--- src/rtl/mem_bus_arbiter_pkg.sv ---
// Shared types and constants for the IF/MEM memory bus arbiter.
// Imported by the arbiter and by anything decoding its state or stall vector.
package mem_bus_arbiter_pkg;

  typedef enum logic [1:0] {
    ARB_IDLE = 2'b00,
    ARB_IF   = 2'b01,
    ARB_MEM  = 2'b10
  } arb_state_t;

  // bit0 pc, 1 if, 2 id, 3 ex, 4 mem, 5 wb
  localparam logic [5:0] STALL_MEM  = 6'b011111;
  localparam logic [5:0] STALL_IF   = 6'b000011;
  localparam logic [5:0] STALL_NONE = 6'b000000;

endpackage

--- src/rtl/mem_bus_arbiter.sv ---
// Shares one memory bus between instruction fetch and the MEM stage.
// One access at a time, MEM has priority, and a wait counter aborts stuck slaves.
module mem_bus_arbiter
  import mem_bus_arbiter_pkg::*;
#(
  parameter int ADDR_W   = 32,
  parameter int DATA_W   = 32,
  parameter int MAX_WAIT = 15
) (
  input  logic              clk,
  input  logic              rst,
  input  logic              if_req_i,
  input  logic [ADDR_W-1:0] if_addr_i,
  output logic [DATA_W-1:0] if_rdata_o,
  output logic              if_ack_o,
  input  logic              mem_req_i,
  input  logic              mem_we_i,
  input  logic [3:0]        mem_sel_i,
  input  logic [ADDR_W-1:0] mem_addr_i,
  input  logic [DATA_W-1:0] mem_wdata_i,
  output logic [DATA_W-1:0] mem_rdata_o,
  output logic              mem_ack_o,
  output logic              bus_req_o,
  output logic              bus_we_o,
  output logic [3:0]        bus_sel_o,
  output logic [ADDR_W-1:0] bus_addr_o,
  output logic [DATA_W-1:0] bus_wdata_o,
  input  logic [DATA_W-1:0] bus_rdata_i,
  input  logic              bus_ack_i,
  output logic              bus_err_o,
  output logic [5:0]        stall_o
);

  localparam int CW = $clog2(MAX_WAIT + 1);
  localparam logic [CW-1:0] CNT_MAX = CW'(MAX_WAIT);

  arb_state_t state, state_nx;
  logic [CW-1:0] cnt;
  logic mem_pend, if_pend;
  logic grant_mem, grant_if;
  logic busy, done, expire;

  // A requester whose ack is pulsing this cycle is never re-granted.
  assign mem_pend  = mem_req_i && !mem_ack_o;
  assign if_pend   = if_req_i && !if_ack_o;
  assign grant_mem = (state == ARB_IDLE) && mem_pend;
  assign grant_if  = (state == ARB_IDLE) && !mem_pend && if_pend;
  assign busy      = (state != ARB_IDLE);
  assign done      = busy && bus_ack_i;
  assign expire    = busy && !bus_ack_i && (cnt == CNT_MAX);

  always_ff @(posedge clk or negedge rst) begin
    if (!rst) state <= ARB_IDLE;
    else      state <= state_nx;
  end

  always_comb begin
    state_nx = state;
    unique case (1'b1)
      grant_mem:       state_nx = ARB_MEM;
      grant_if:        state_nx = ARB_IF;
      done || expire:  state_nx = ARB_IDLE;
      default:         state_nx = state;
    endcase
  end

  always_ff @(posedge clk or negedge rst) begin
    if (!rst)
      cnt <= '0;
    else if (grant_mem || grant_if || done || expire)
      cnt <= '0;
    else if (busy)
      cnt <= cnt + 1'b1;
  end

  always_ff @(posedge clk or negedge rst) begin
    if (!rst) begin
      bus_req_o   <= 1'b0;
      bus_we_o    <= 1'b0;
      bus_sel_o   <= 4'b0000;
      bus_addr_o  <= '0;
      bus_wdata_o <= '0;
    end else if (grant_mem) begin
      bus_req_o   <= 1'b1;
      bus_we_o    <= mem_we_i;
      bus_sel_o   <= mem_sel_i;
      bus_addr_o  <= mem_addr_i;
      bus_wdata_o <= mem_wdata_i;
    end else if (grant_if) begin
      bus_req_o   <= 1'b1;
      bus_we_o    <= 1'b0;
      bus_sel_o   <= 4'b1111;
      bus_addr_o  <= if_addr_i;
      bus_wdata_o <= '0;
    end else if (done || expire) begin
      bus_req_o   <= 1'b0;
    end
  end

  always_ff @(posedge clk or negedge rst) begin
    if (!rst) begin
      if_ack_o    <= 1'b0;
      mem_ack_o   <= 1'b0;
      if_rdata_o  <= '0;
      mem_rdata_o <= '0;
      bus_err_o   <= 1'b0;
    end else begin
      if_ack_o    <= (done || expire) && (state == ARB_IF);
      mem_ack_o   <= (done || expire) && (state == ARB_MEM);
      if_rdata_o  <= (done && state == ARB_IF) ? bus_rdata_i : '0;
      mem_rdata_o <= (done && state == ARB_MEM && !bus_we_o)
                     ? bus_rdata_i : '0;
      bus_err_o   <= expire;
    end
  end

  always_comb begin
    stall_o = STALL_NONE;
    if (!rst)          stall_o = STALL_NONE;
    else if (mem_pend) stall_o = STALL_MEM;
    else if (if_pend)  stall_o = STALL_IF;
  end

endmodule

--- config.mk ---
export PLATFORM = sky130hd
export DESIGN_NAME = mem_bus_arbiter
export DESIGN_NICKNAME = d
export VERILOG_FILES = /design/src/rtl/mem_bus_arbiter_pkg.sv /design/src/rtl/mem_bus_arbiter.sv
export SDC_FILE = /design/constraint.sdc
export NUM_CORES = 1
export LEC_CHECK = 0
export ABC_AREA = 1
export CAP_MARGIN = 5
export CORE_UTILIZATION = 35
export DETAILED_ROUTE_END_ITERATION = 6
export PLACE_DENSITY = 0.72
export SLEW_MARGIN = 30
export SYNTH_ARGS = -nofsm -noshare
export SYNTH_HDL_FRONTEND = slang
export SYNTH_SLANG_ARGS = --single-unit
--- constraint.sdc ---
create_clock -name clk -period 3.95 [get_ports clk]
set_input_delay 0.79 -clock clk [delete_from_list [all_inputs] [get_ports clk]]
set_output_delay 0.79 -clock clk [all_outputs]
set_load 0.005 [all_outputs]
==> results.cfg, run 1 <==
[sta]
report.final.slew_viol_count = 0
fin_ws_ns = 0.9333
setup_tns_ns = 0
worst_pin_slew_ns = 0.7238
whs_ns = 0.4548
fmax_mhz = 331.5
period_needed_ns = 3.017
setup_violations = 0
hold_viol = 0
slew_headroom_pct = 51.75
min_period_over_period_pct = 76.37
rsz0062_at_grt = no
skew_ns = 0.007243

[die]
core-area_um2 = 15260
fp.dieArea_um2 = 16230
ios = 281
dieWidth_um = 127.4
fp.dieH_um = 127.4
row_count = 45
start_util_pct = 36.08

[cells_and_area]
instances_no_fill = 1057
drive_gt1_share_pct = 6.147
syn2layout_area_growth_pct = 64.00
nets = 973
fin_util_pct = 59.17
diodes = 0

[logic_synthesis]
ys_seq_area_share_pct = 65.00
synth_edf_count = 0
synth_compound_area_share_pct = 10.20
synth_mux_area_share_pct = 0
synthAdderAreaFrac_pct = 0.2273
async_reset_ff_share_pct = 100.0
post-synth-top-count-cell = dfrtp_1
synth_area_um2 = 5505
synth-seq-cells = 143
synth_top_area_share_pct = 65.00
synthesis.nets = 702
synth_top_family_by_area = simple AND/OR/NAND/NOR gates
syn_avg_cell_area_um2 = 9.778
yosys.area_share.xor_xnor_pct = 0.1591
netlist_instances = 563
yosysUniqueCellTypes = 27
synth_area_leaders = dfrtp_1 (65%), nor2_1 (6.6%), a21oi_1 (6.0%)
yosys_most_used_dff = dfrtp_1
synthSimpleGateAreaFrac_pct = 15.41
synth.yosys.warnings = 0
synthTopCellsByCount = dfrtp_1 (143), nor2_1 (97), inv_1 (75)
synth_top_cell_by_area = dfrtp_1

[clock_network]
ctsHoldBuffers = 0
cts_resized = 0
clock_path_buffers = 2
post_cts_buffers = 0
cts_tree = done
cts-buffers-inserted = 17
h-tree-depth = 4
cts.sinks = 143
clk_pin_slew_worst_paths_ns = 0.06
clk_latency_ns = 0.41
root_buffer = clkbuf_16

[setup_path]
crit_chain = clkdlybuf4s50_1 -> nand2_1 -> a21oi_1 -> clkdlybuf4s50_1
cp.arrival_ns = 2.23
crit_path_max_fanout = 4
reg2reg_from = state[0]
crit_type = in2out
r2r_cells = 7
endpoint = stall_o[0]
r2r_end = bus_addr_o[10]
critPathMaxStageDelay_ns = 0.54
startpoint = if_req_i
cpMaxStageDelayCell = clkdlybuf4s50_1
cp.required_ns = 3.16
ff2ff_setup_slack_ns = 1.87
crit_top_cell = clkdlybuf4s50_1
endpoint_kind = output pin
start_kind = input pin

[global_routing]
antenna_found_initial = 0
gr-total-overflow = 0
grt_usage_pct = 20.58
grt_pass1_vias = 4768
grt_pass1_wl_mm = 25.31
grt_max_degree = 77

[detailed_routing]
first_pass_iters = 6
viasPerCell = 4.544
wirelength_mm = 16.40
vias = 4803
avgRoutedWirePerCell_um = 15.51
drt_iter0_markers = 256
drc = 0
postRouteAntennaNets = 0

[placed_design]
dp_hpwl_mm = 11.28
dp.cells = 1026
dp_slack_ns = 0.9238
gp_congestion = 0.7491
portBuffers = 279

[outcome]
status = completed

[power]
static-leakage-power_nw = 4.175
power_density_nw_per_um2 = 638.5
ir_drop_mv = 0.3613

[flow_run]
maxCapViolations = 0

[min_path]
hp-class = in2async
-- kinds of logic (layout without fill, tap and decap cells) --
family	after synthesis	after routing
adder cells (fa/ha/maj)	1	1
XOR/XNOR	1	1
buffers and inverters	116	399
flip-flops	143	143
AO/OA/AOI/OAI	107	107
other	1	1
AND/OR/NAND/NOR	194	194
-- state kept, by name, summed over array words and instances (netlist names), 2 cells and up --
register     flops
if_rdata_o      32
state            2
cnt              4
bus_addr_o      32
mem_rdata_o     32
bus_sel_o        4
bus_wdata_o     32
-- power breakdown --
part	total, mW	switching, mW	leakage (nW)	internal, mW
sequential	2.11	0.216	1.83	1.90
clock	1.50	0.617	0.268	0.880
combinational	2.15	1.03	2.07	1.12
total	5.76	1.86	4.18	3.90
-- worst min-delay path by stage --
stage / start / end / slack [ns]
floorplan: bus_req_o / bus_req_o / 0.47
global placement: bus_req_o / bus_req_o / 0.46
detailed placement: bus_wdata_o[29] / bus_wdata_o[29] / 0.47
CTS: bus_wdata_o[29] / bus_wdata_o[29] / 0.49
global route: bus_wdata_o[28] / bus_wdata_o[28] / 0.51
finish: rst / bus_addr_o[4] / 0.45
-- critical path, delay by kind of cell --
kind | cells | cell delay (ns)
AND/OR/NAND/NOR | 1 | 0.16
AO/OA/AOI/OAI | 1 | 0.28
buffers and inverters | 2 | 0.99
-- metrics by stage --
stage,power [mW],area (µm²)
finish,5.765,9029
global route,6.134,9029
CTS,5.848,9021
detailed placement,4.320,8466
global placement,4.280,8466
floorplan,3.056,5505
-- placed cells by master (no fill, tap or decap), types with 3 or more instances in the layout --
| master | instances |
|---|---|
| clkdlybuf4s50_1 | 278 |
| o21ai_0 | 31 |
| o22a_1 | 4 |
| clkinv_4 | 3 |
| buf_6 | 3 |
| a21oi_1 | 66 |
| clkbuf_16 | 17 |
| clkinv_2 | 4 |
| nand4_1 | 38 |
| nand2_1 | 45 |
| nand3_1 | 8 |
| dfrtp_1 | 143 |
| clkinvlp_4 | 3 |
| inv_1 | 75 |
| nor2_1 | 97 |
| buf_4 | 10 |
-- per-layer routing --
layer  share of wire (%)  vias to the layer above  global-route usage, %
met5                   0                        -                      0
met4                 1.7                        0                  8.193
met3                 8.8                       18                  6.742
met2                  49                      202                  33.98
met1                  41                     2245                  24.87
li1                    -                     2338                      -
-- cell type report --
cell class / instances / area, µm²
flip-flops and latches: 143 / 3578
clock inverters: 13 / 116.4
fillers: 1326 / 6230
well taps: 211 / 264.0
multi-input cells: 304 / 1450
repair buffers: 291 / 2892
inverters: 77 / 289.0
clock buffers: 18 / 439.2
Note: power is estimated with default switching activity, not from simulation.
==> inputs of run 2 (changes only) <==
--- a/config.mk
+++ b/config.mk
@@ -9,7 +9,7 @@
 export CAP_MARGIN = 5
 export CORE_UTILIZATION = 35
 export DETAILED_ROUTE_END_ITERATION = 6
-export PLACE_DENSITY = 0.72
+export PLACE_DENSITY = 0.75
 export SLEW_MARGIN = 30
 export SYNTH_ARGS = -nofsm -noshare
 export SYNTH_HDL_FRONTEND = slang
==> constraint.sdc (replaced) <==
create_clock -name clk -period 2.5 [get_ports clk]
set_input_delay 0.5 -clock clk [delete_from_list [all_inputs] [get_ports clk]]
set_output_delay 0.5 -clock clk [all_outputs]
set_load 0.005 [all_outputs]
==> results.cfg, run 2 (same netlist as run 1, synthesis figures left out) <==
[power]
power_density_nw_per_um2 = 1032
ir_drop_mv = 0.5278
static-leakage-power_nw = 4.225
total_power_mw = 9.423

[die]
fp.dieH_um = 127.4
start_util_pct = 36.08
core-area_um2 = 15260
row_count = 45
dieWidth_um = 127.4
fp.dieArea_um2 = 16230
ios = 281

[setup_path]
reg2reg_from = mem_ack_o
critPathMaxStageDelay_ns = 0.60
startpoint = mem_req_i
r2r_cells = 6
crit_top_cell = clkdlybuf4s50_1
cp.required_ns = 2.00
start_kind = input pin
crit_chain = clkdlybuf4s50_1 -> nand2_2 -> a21oi_1 -> clkdlybuf4s50_1
endpoint_kind = output pin
endpoint = stall_o[1]
crit_path_max_fanout = 3
cp.arrival_ns = 1.88
ff2ff_setup_slack_ns = 0.89
r2r_end = bus_addr_o[31]
crit_type = in2out
cpMaxStageDelayCell = clkdlybuf4s50_1

[cells_and_area]
final_cell_mix = clkdlybuf4s50_1 (278), dfrtp_1 (143), nor2_1 (97)
drive_gt1_share_pct = 6.368
nets = 974
diodes = 0
syn2layout_area_growth_pct = 65.80
final_cell_area_um2 = 9128
instances_no_fill = 1059
fin_util_pct = 59.82
mostFrequentLayoutCell = clkdlybuf4s50_1

[global_routing]
grt_pass1_wl_mm = 25.70
grt_pass1_vias = 4895
antenna_found_initial = 0
grt_usage_pct = 20.64
grt_max_degree = 144
gr-total-overflow = 0

[sta]
hold_viol = 0
skew_ns = 0.006189
slew_headroom_pct = 50.68
rsz0062_at_grt = no
min_period_over_period_pct = 95.37
period_needed_ns = 2.384
worst_pin_slew_ns = 0.7397
setup_tns_ns = 0
fin_ws_ns = 0.1159
whs_ns = 0.2349
fmax_mhz = 419.4
setup_violations = 0
report.final.slew_viol_count = 0

[detailed_routing]
drt_iter0_markers = 230
first_pass_iters = 4
wirelength_mm = 16.34
avgRoutedWirePerCell_um = 15.43
viasPerCell = 4.578
drc = 0
postRouteAntennaNets = 0
vias = 4848

[clock_network]
clock_path_buffers = 2
clk_pin_slew_worst_paths_ns = 0.06
h-tree-depth = 4
cts_tree = done
cts.sinks = 143
clk_latency_ns = 0.41
cts_resized = 0
cts-buffers-inserted = 17
post_cts_buffers = 0
root_buffer = clkbuf_16
ctsHoldBuffers = 0

[placed_design]
dp.cells = 1027
dp_slack_ns = 0.09061
portBuffers = 279
gp_congestion = 0.7454
placed_area_um2 = 8511
dp_hpwl_mm = 11.10

[flow_run]
maxCapViolations = 0

[min_path]
hp-class = in2async

[outcome]
status = completed
run 2: per-layer routing:
metal	share of wire, %	routed length (µm)	GRT usage [%]	vias up
met3	10	1659	8.375	16
met1	38	6219	23.50	2289
met2	50	8245	35.36	198
met4	1.4	221	6.443	0
met5	0	0	0	-
li1	-	-	-	2345
run 2: report_power, final:
part / internal, mW / switching [mW]
combinational: 1.83 / 1.64
sequential: 3.00 / 0.341
clock: 1.61 / 1.00
total: 6.44 / 2.99
run 2: cell type report:
class | instances | area (µm²)
clock inverters | 14 | 177.7
inverters | 77 | 289.0
repair buffers | 292 | 2929
flip-flops and latches | 143 | 3578
well taps | 211 | 264.0
fillers | 1288 | 6131
multi-input cells | 304 | 1450
clock buffers | 18 | 439.2
run 2: worst min-delay path by stage:
stage | startpoint | endpoint | slack (ns) | depth (start not counted)
finish | rst | bus_wdata_o[26] | 0.23 | 2
global route | rst | bus_wdata_o[9] | 0.30 | 2
CTS | rst | bus_wdata_o[26] | 0.27 | 2
detailed placement | bus_wdata_o[14] | bus_wdata_o[14] | 0.47 | 2
global placement | bus_req_o | bus_req_o | 0.46 | 2
floorplan | rst | bus_addr_o[0] | 0.20 | 0
run 2: worst max-delay path: cells and delay by family:
family	cells	cell delay (ns)
buf+inv	2	1.10
compound gates	1	0.20
simple gates	1	0.08
